$ cat config.mk
export PLATFORM = sky130hd
export DESIGN_NAME = regfile_access_seq_flat
export DESIGN_NICKNAME = d
export VERILOG_FILES = /design/src/rtl/regfile_pkg.sv /design/src/rtl/regfile_access_seq_if.sv /design/src/rtl/regfile_alu.sv /design/src/rtl/regfile_access_seq.sv /design/src/flat_wrapper.sv
export SDC_FILE = /design/constraint.sdc
export NUM_CORES = 1
export LEC_CHECK = 0
export ABC_AREA = 0
export ABC_CLOCK_PERIOD_IN_PS = 4900
export CAP_MARGIN = 20
export CORE_MARGIN = 2
export CORE_UTILIZATION = 30
export DETAILED_ROUTE_END_ITERATION = 7
export HOLD_SLACK_MARGIN = 0.1
export SETUP_SLACK_MARGIN = 0.4
export SLEW_MARGIN = 20
export SYNTH_ARGS = -nofsm -noshare
export SYNTH_HDL_FRONTEND = slang
export SYNTH_SLANG_ARGS = --single-unit
$ cat constraint.sdc
create_clock -name clk -period 4.9 [get_ports clk]
set_input_delay 0.735 -clock clk [delete_from_list [all_inputs] [get_ports clk]]
set_output_delay 0.735 -clock clk [all_outputs]
set_load 0.01 [all_outputs]
$ cat src/rtl/regfile_pkg.sv
// Shared definitions for the register-file access sequencer.
// Latency: n/a (types and constants only).
// Backpressure: n/a.
package regfile_pkg;

    localparam int DEF_DATA_WIDTH = 32;
    localparam int DEF_ADDR_WIDTH = 3;

    localparam logic [1:0] OP_ADD = 2'b00;
    localparam logic [1:0] OP_SUB = 2'b01;
    localparam logic [1:0] OP_AND = 2'b10;
    localparam logic [1:0] OP_OR  = 2'b11;

    typedef enum logic [1:0] {
        IDLE  = 2'd0,
        READ  = 2'd1,
        EXEC  = 2'd2,
        WRITE = 2'd3
    } state_t;

endpackage

$ cat src/rtl/regfile_access_seq_if.sv
// Command, register-file and result signals of the access sequencer.
// Latency: n/a (wiring only).
// Backpressure: cmd_valid/cmd_ready handshake on the command side.
// master = sequencer (owns the rf_* selects/strobe), slave = decode/regfile side.
interface regfile_access_seq_if
    import regfile_pkg::*;
#(
    parameter int DATA_WIDTH = DEF_DATA_WIDTH,
    parameter int ADDR_WIDTH = DEF_ADDR_WIDTH
) ();

    // command
    logic                  cmd_valid;
    logic                  cmd_ready;
    logic [ADDR_WIDTH-1:0] cmd_rs1;
    logic [ADDR_WIDTH-1:0] cmd_rs2;
    logic [ADDR_WIDTH-1:0] cmd_rd;
    logic [1:0]            cmd_op;
    logic                  cmd_wen;

    // register file
    logic [ADDR_WIDTH-1:0] rf_seto1;
    logic [ADDR_WIDTH-1:0] rf_seto2;
    logic [DATA_WIDTH-1:0] rf_output1;
    logic [DATA_WIDTH-1:0] rf_output2;
    logic [ADDR_WIDTH-1:0] rf_seti;
    logic [DATA_WIDTH-1:0] rf_input;
    logic                  rf_wr;

    // result / status
    logic                  res_valid;
    logic [DATA_WIDTH-1:0] res_data;
    logic [ADDR_WIDTH-1:0] res_rd;
    logic [15:0]           done_count;

    modport master (
        input  cmd_valid, cmd_rs1, cmd_rs2, cmd_rd, cmd_op, cmd_wen,
        input  rf_output1, rf_output2,
        output cmd_ready,
        output rf_seto1, rf_seto2, rf_seti, rf_input, rf_wr,
        output res_valid, res_data, res_rd, done_count
    );

    modport slave (
        output cmd_valid, cmd_rs1, cmd_rs2, cmd_rd, cmd_op, cmd_wen,
        output rf_output1, rf_output2,
        input  cmd_ready,
        input  rf_seto1, rf_seto2, rf_seti, rf_input, rf_wr,
        input  res_valid, res_data, res_rd, done_count
    );

endinterface

$ cat src/rtl/regfile_alu.sv
// Two-operand ALU: ADD/SUB (modulo 2^DATA_WIDTH), AND, OR.
// Latency: combinational.
// Backpressure: none.
// Ports: a, b operands; op selects function; y result.
module regfile_alu
    import regfile_pkg::*;
#(
    parameter int DATA_WIDTH = DEF_DATA_WIDTH
) (
    input  logic [DATA_WIDTH-1:0] a,
    input  logic [DATA_WIDTH-1:0] b,
    input  logic [1:0]            op,
    output logic [DATA_WIDTH-1:0] y
);

    always_comb begin
        y = '0;
        case (op)
            OP_ADD:  y = a + b;   // carry out discarded
            OP_SUB:  y = a - b;   // borrow wraps
            OP_AND:  y = a & b;
            OP_OR:   y = a | b;
            default: y = '0;
        endcase
    end

endmodule

$ cat src/rtl/regfile_access_seq.sv
// Register-file access sequencer: read rs1/rs2, compute, write rd, one command at a time.
// Latency: accept at T0, READ T0+1, EXEC T0+2, WRITE T0+3, ready again T0+4.
// Backpressure: cmd_ready low outside IDLE; commands are held off, never dropped.
// Ports: clk, reset (async, active-high); bus = master side of regfile_access_seq_if
// (command handshake, rf read selects/data, rf write port, result strobe, done_count).
module regfile_access_seq
    import regfile_pkg::*;
#(
    parameter int DATA_WIDTH = DEF_DATA_WIDTH,
    parameter int ADDR_WIDTH = DEF_ADDR_WIDTH
) (
    input  logic                  clk,
    input  logic                  reset,
    regfile_access_seq_if.master  bus
);

    state_t                state;
    logic [ADDR_WIDTH-1:0] seto1_q;
    logic [ADDR_WIDTH-1:0] seto2_q;
    logic [ADDR_WIDTH-1:0] rd_q;
    logic [1:0]            op_q;
    logic                  wen_q;
    logic [DATA_WIDTH-1:0] opa_q;
    logic [DATA_WIDTH-1:0] opb_q;
    logic [DATA_WIDTH-1:0] result_q;
    logic [ADDR_WIDTH-1:0] seti_q;
    logic [ADDR_WIDTH-1:0] res_rd_q;
    logic                  wr_q;
    logic                  res_vld_q;
    logic [15:0]           done_q;
    logic [DATA_WIDTH-1:0] alu_y;

    regfile_alu #(
        .DATA_WIDTH (DATA_WIDTH)
    ) u_alu (
        .a  (opa_q),
        .b  (opb_q),
        .op (op_q),
        .y  (alu_y)
    );

    // Gated by reset so ready is low while reset is held and high in the
    // very first cycle after release (a register reset to 0 would lag a cycle).
    assign bus.cmd_ready  = (state == IDLE) && !reset;

    assign bus.rf_seto1   = seto1_q;
    assign bus.rf_seto2   = seto2_q;
    assign bus.rf_seti    = seti_q;
    assign bus.rf_input   = result_q;
    assign bus.rf_wr      = wr_q;
    assign bus.res_valid  = res_vld_q;
    assign bus.res_data   = result_q;
    assign bus.res_rd     = res_rd_q;
    assign bus.done_count = done_q;

    always_ff @(posedge clk or posedge reset) begin
        if (reset) begin
            state     <= IDLE;
            seto1_q   <= '0;
            seto2_q   <= '0;
            rd_q      <= '0;
            op_q      <= OP_ADD;
            wen_q     <= 1'b0;
            opa_q     <= '0;
            opb_q     <= '0;
            result_q  <= '0;
            seti_q    <= '0;
            res_rd_q  <= '0;
            wr_q      <= 1'b0;
            res_vld_q <= 1'b0;
            done_q    <= '0;
        end else begin
            // write strobe and result strobe are single-cycle pulses
            wr_q      <= 1'b0;
            res_vld_q <= 1'b0;
            case (state)
                IDLE: begin
                    if (bus.cmd_valid) begin
                        // read selects come straight from the latched indices
                        seto1_q <= bus.cmd_rs1;
                        seto2_q <= bus.cmd_rs2;
                        rd_q    <= bus.cmd_rd;
                        op_q    <= bus.cmd_op;
                        wen_q   <= bus.cmd_wen;
                        state   <= READ;
                    end
                end
                READ: begin
                    opa_q <= bus.rf_output1;
                    opb_q <= bus.rf_output2;
                    state <= EXEC;
                end
                EXEC: begin
                    // registering the WRITE-cycle outputs here keeps them glitch-free
                    result_q  <= alu_y;
                    seti_q    <= rd_q;
                    res_rd_q  <= rd_q;
                    wr_q      <= wen_q;
                    res_vld_q <= 1'b1;
                    state     <= WRITE;
                end
                WRITE: begin
                    if (done_q != 16'hFFFF) begin
                        done_q <= done_q + 16'd1;
                    end
                    state <= IDLE;
                end
                default: state <= IDLE;
            endcase
        end
    end

endmodule

$ cat src/flat_wrapper.sv
// flat-port wrapper written by rule: the top's interface ports become plain ports
module regfile_access_seq_flat import regfile_pkg::*;
#(
    parameter int DATA_WIDTH = DEF_DATA_WIDTH,
    parameter int ADDR_WIDTH = DEF_ADDR_WIDTH
)
  (clk, reset, bus_cmd_valid, bus_cmd_rs1, bus_cmd_rs2, bus_cmd_rd, bus_cmd_op, bus_cmd_wen, bus_rf_output1, bus_rf_output2, bus_cmd_ready, bus_rf_seto1, bus_rf_seto2, bus_rf_seti, bus_rf_input, bus_rf_wr, bus_res_valid, bus_res_data, bus_res_rd, bus_done_count);
  regfile_access_seq_if #(.DATA_WIDTH(DATA_WIDTH), .ADDR_WIDTH(ADDR_WIDTH)) bus_i ();
  input  logic clk;
  input  logic reset;
  input wire logic [$bits(bus_i.cmd_valid)-1:0] bus_cmd_valid;
  input wire logic [$bits(bus_i.cmd_rs1)-1:0] bus_cmd_rs1;
  input wire logic [$bits(bus_i.cmd_rs2)-1:0] bus_cmd_rs2;
  input wire logic [$bits(bus_i.cmd_rd)-1:0] bus_cmd_rd;
  input wire logic [$bits(bus_i.cmd_op)-1:0] bus_cmd_op;
  input wire logic [$bits(bus_i.cmd_wen)-1:0] bus_cmd_wen;
  input wire logic [$bits(bus_i.rf_output1)-1:0] bus_rf_output1;
  input wire logic [$bits(bus_i.rf_output2)-1:0] bus_rf_output2;
  output wire logic [$bits(bus_i.cmd_ready)-1:0] bus_cmd_ready;
  output wire logic [$bits(bus_i.rf_seto1)-1:0] bus_rf_seto1;
  output wire logic [$bits(bus_i.rf_seto2)-1:0] bus_rf_seto2;
  output wire logic [$bits(bus_i.rf_seti)-1:0] bus_rf_seti;
  output wire logic [$bits(bus_i.rf_input)-1:0] bus_rf_input;
  output wire logic [$bits(bus_i.rf_wr)-1:0] bus_rf_wr;
  output wire logic [$bits(bus_i.res_valid)-1:0] bus_res_valid;
  output wire logic [$bits(bus_i.res_data)-1:0] bus_res_data;
  output wire logic [$bits(bus_i.res_rd)-1:0] bus_res_rd;
  output wire logic [$bits(bus_i.done_count)-1:0] bus_done_count;
  assign bus_i.cmd_valid = bus_cmd_valid;
  assign bus_i.cmd_rs1 = bus_cmd_rs1;
  assign bus_i.cmd_rs2 = bus_cmd_rs2;
  assign bus_i.cmd_rd = bus_cmd_rd;
  assign bus_i.cmd_op = bus_cmd_op;
  assign bus_i.cmd_wen = bus_cmd_wen;
  assign bus_i.rf_output1 = bus_rf_output1;
  assign bus_i.rf_output2 = bus_rf_output2;
  assign bus_cmd_ready = bus_i.cmd_ready;
  assign bus_rf_seto1 = bus_i.rf_seto1;
  assign bus_rf_seto2 = bus_i.rf_seto2;
  assign bus_rf_seti = bus_i.rf_seti;
  assign bus_rf_input = bus_i.rf_input;
  assign bus_rf_wr = bus_i.rf_wr;
  assign bus_res_valid = bus_i.res_valid;
  assign bus_res_data = bus_i.res_data;
  assign bus_res_rd = bus_i.res_rd;
  assign bus_done_count = bus_i.done_count;
  regfile_access_seq #(.DATA_WIDTH(DATA_WIDTH), .ADDR_WIDTH(ADDR_WIDTH)) u_core (.clk(clk), .reset(reset), .bus(bus_i));
endmodule
==> results by stage <==
Run status:
- The run finished with clean final reports.

GRT:
- The first global-routing pass estimated 35.3 mm of wire.
- The total grt overflow is 0.
- The initial antenna violation count is 2.
- The total track usage is between 15 and 20%.
- The maximum number of pins on one net before global-route repair is between 70 and 80.
- The via count of the first global-routing pass is between 6000 and 7000.

Final layout:
- The core occupancy in the finished layout is between 30% and 40%.
- The layout has 2618 filler cells.
- After the last flow step, the layout net total stands at 1075.
- The area growth from synthesis to layout is 30.0%.
- Once layout is complete, the cells apart from fillers number roughly 1300.
- The fraction of layout instances using a drive strength above 1 is between 10% and 20%.

Timing:
- The final total negative setup slack is 0 ns.
- The number of failing hold endpoints at the final stage is 0.
- Counting I/O delays and the setup requirement, the final critical path takes 4.22 ns.
- Clock skew on the completed layout was measured at 0.00871 ns.
- Setup repair after global routing could not meet its margin everywhere.
- In this run the tightest slew margin relative to its limit is ~53%.
- For this run, the top clock speed supported by timing is roughly 240 MHz.
- The final critical path takes up a little under nine tenths of the cycle.
- The max-slew violation count is 0.
- The final count of negative-setup-slack endpoints is 0.
- At the pin with the least slew margin, the transition time is 0.701 ns.

Synthesis:
- The biggest area consumer among synthesized cells is dfrtp_1.
- The fraction of synthesis flops using an asynchronous set or reset pin is 100%.
- In the synthesized netlist the dominant register cell turns out to be dfrtp_1.
- The post-synthesis instance total is 830.
- The number of distinct standard cells referenced by the synthesized netlist is 63.
- The cell area after synthesis is slightly above 0.008 sq mm.
- The share of the synthesized area in the top cell type is roughly two fifths.
- After synthesis the netlist holds a flip-flop and latch count of around 130.
- The synthesized design contains 0 enable-type register cells.
- The synthesized net count is 950.
- Ranked by total cell area, the synthesized netlist is headed by dfrtp_1 40%, mux2_2 11%, ha_1 6.1%, xnor2_1 5.3%, a21oi_1 5.0%.
- Ranked by instance count, the synthesized netlist is headed by 131 x dfrtp_1, 83 x a21oi_1, 78 x mux2_2.
- After synthesis, flip-flops and latches occupy 39.8% of the total area.
- Among all cell types in the netlist, the one instantiated most often is dfrtp_1.
- The average cell area after synthesis is around 10 sq um.
- The total number of yosys warnings is 0.

Floorplan:
- The effective utilization at floorplan is ~31%.
- The die is 170 um tall.
- The die is about 170 um wide.
- The placeable core region is roughly 0.027 sq mm.
- The number of cell rows is 60.
- The total I/O pin count is between 150 and 200.
- The die area is roughly 0.029 sq mm.

Clocking:
- The post-CTS setup buffer count is 0.
- The deepest level of the CTS H-tree is 4.
- For this design, the sink count on the clock tree is about 130.
- The CTS root buffer is clkbuf_16.
- In this run, post-CTS hold repair placed 0 buffers.
- The total CTS buffers is 17.
- At the later pin of the worst-skew pair, clock insertion delay measures 0.43 ns.
- Clock-pin slew was measured on the worst setup and hold paths at around 0.060 ns.
- The TritonCTS clock tree is done.
- In this run the deepest clock path goes through 2 buffers.

Drt:
- After detailed routing, the number of remaining DRC violations is 0.
- The residual antenna-violating net count after detailed routing is 0.
- Summed over all layers, the routed wires come to ~21 mm.
- For this block, the initial DRC count from the detailed router was 323.
- For this block, the via count after detailed routing is 6500.
- In the final routed layout, each cell accounts on average for around 16 um.
- The pre-antenna-repair detailed-routing pass consisted of 4 iterations.
- Dividing the detail-routed via count by the number of cells gives 4.96.

Worst setup path:
- The critical path is of the reg2reg type.
- Data on the critical path arrives at its endpoint at approximately 4.5 ns.
- Of all nets on the critical path, the largest fanout is 8.
- The kind of start point of the critical path is a register.
- STA puts the critical path data required time at roughly 5.2 ns.
- The worst setup path is captured at a register.

Placement:
- Including well taps, the total number of placed cells is roughly 1300.
- The count of buffers from port buffering is around 170.
- Detailed placement finished with a half-perimeter wire length of between 15 and 20 mm.
- At the end of routability-driven placement, the weighted congestion stood at 0.856.

Flow run:
- Across the run, the number of max-cap violations was 0.

Worst hold path:
- The tightest min-delay check is of the reg2reg type.
[worst paths after layout]
path                                     startpoint                       end  slack [ns]  depth (start not counted)
hold reg to reg            u_core.bus.done_count[8]  u_core.bus.done_count[8]        0.50                          1
max in group asynchronous                     reset   u_core.bus.res_data[16]        3.17                          3
min in group asynchronous                     reset  u_core.bus.done_count[8]        0.84                          2
setup / recovery                    u_core.opb_q[2]   u_core.bus.res_data[30]        0.68                         17
hold / removal             u_core.bus.done_count[8]  u_core.bus.done_count[8]        0.50                          1
setup reg to reg                    u_core.opb_q[2]   u_core.bus.res_data[30]        0.68                         17
[layout by cell type, fill, tap and decap left out, drive strengths merged, types with 10 or more instances in the layout]
master | synthesis | layout
clkdlybuf4s50 | 0 | 173
dfrtp | 131 | 131
a21oi | 84 | 84
mux2 | 78 | 78
nor2 | 65 | 65
xnor2 | 50 | 50
ha | 40 | 40
nand2 | 37 | 37
o21ai | 35 | 35
inv | 24 | 27
xor2 | 23 | 23
a21o | 23 | 23
maj3 | 21 | 21
clkbuf | 30 | 18
nor3 | 16 | 16
o21a | 14 | 14
nand3 | 11 | 11
nand4 | 10 | 10
buf | 47 | 10
[routing by layer]
layer  routed length, um  up-vias  track usage (%)
met5                   0        -                0
met1                9920     3150             20.3
met2                9660      159             24.7
met3                1430       15             5.32
li1                    -     3176                -
met4                 255        0             3.94
[registers in the layout, indices dropped and copies added, names as in the netlist, 2 cells and up]
register and flops:
u_core.opb_q 32, u_core.state 2, u_core.bus.rf_seto2 3, u_core.bus.res_data 32, u_core.opa_q 32, u_core.bus.rf_seto1 3, u_core.bus.done_count 16, u_core.op_q 2
u_core.bus.rf_seti 3, u_core.rd_q 3
[critical path, cell delays in order, from the launching register on]
cell and delay, ns:
dfrtp_1 0.47, nor4_2 0.33, and2_1 0.20, nand2_1 0.11, or2_2 0.34, nor3_1 0.18, buf_4 0.16, nor2_1 0.05
xnor2_1 0.12, ha_1 0.41, and3_1 0.29, nand2_1 0.08, a2111o_1 0.35, a31oi_4 0.22, nand4_1 0.16, o21ai_0 0.22
xor2_1 0.10, a221o_1 0.32
[timing repair]
item / in CTS / in global routing
gates resized for setup: 0 / 5
setup endpoints to repair: 0 / 5
hold endpoints to repair: 0 / 0
[per-stage QoR]
stage | cell area [sq um] | hold slack, ns | setup slack, ns
floorplan | 8230 | 0.453 | 0.667
global placement | 10000 | 0.481 | 0.614
detailed placement | 10000 | 0.493 | 0.577
CTS | 10700 | 0.509 | 0.555
global route | 10700 | 0.523 | 0.356
finish | 10700 | 0.504 | 0.684
[kinds of logic (layout without fill, tap and decap cells)]
logic type,after synthesis,count (layout),share of synthesized area [%]
other cells,0,2,0
mux,84,84,11.4
flops,131,131,39.8
fa+ha+maj,62,62,8.88
compound gates,202,202,15.3
simple gates,177,177,10.5
buf+inv,101,239,6.34
xor+xnor,73,73,7.77
[area by class of cell]
class	count	area (sq um)	area share, %
inverter	24	95.1	0.889
timing repair buffer	183	1810	16.9
tap	341	427	3.99
clock inverter	14	178	1.66
multi-input combinational	598	4470	41.8
antenna	2	5.00	0.0468
clock buffer	18	439	4.10
sequential	131	3280	30.6
Power is not shown: default switching activity piles up to over one toggle a cycle in this logic, so the estimate is an artifact.
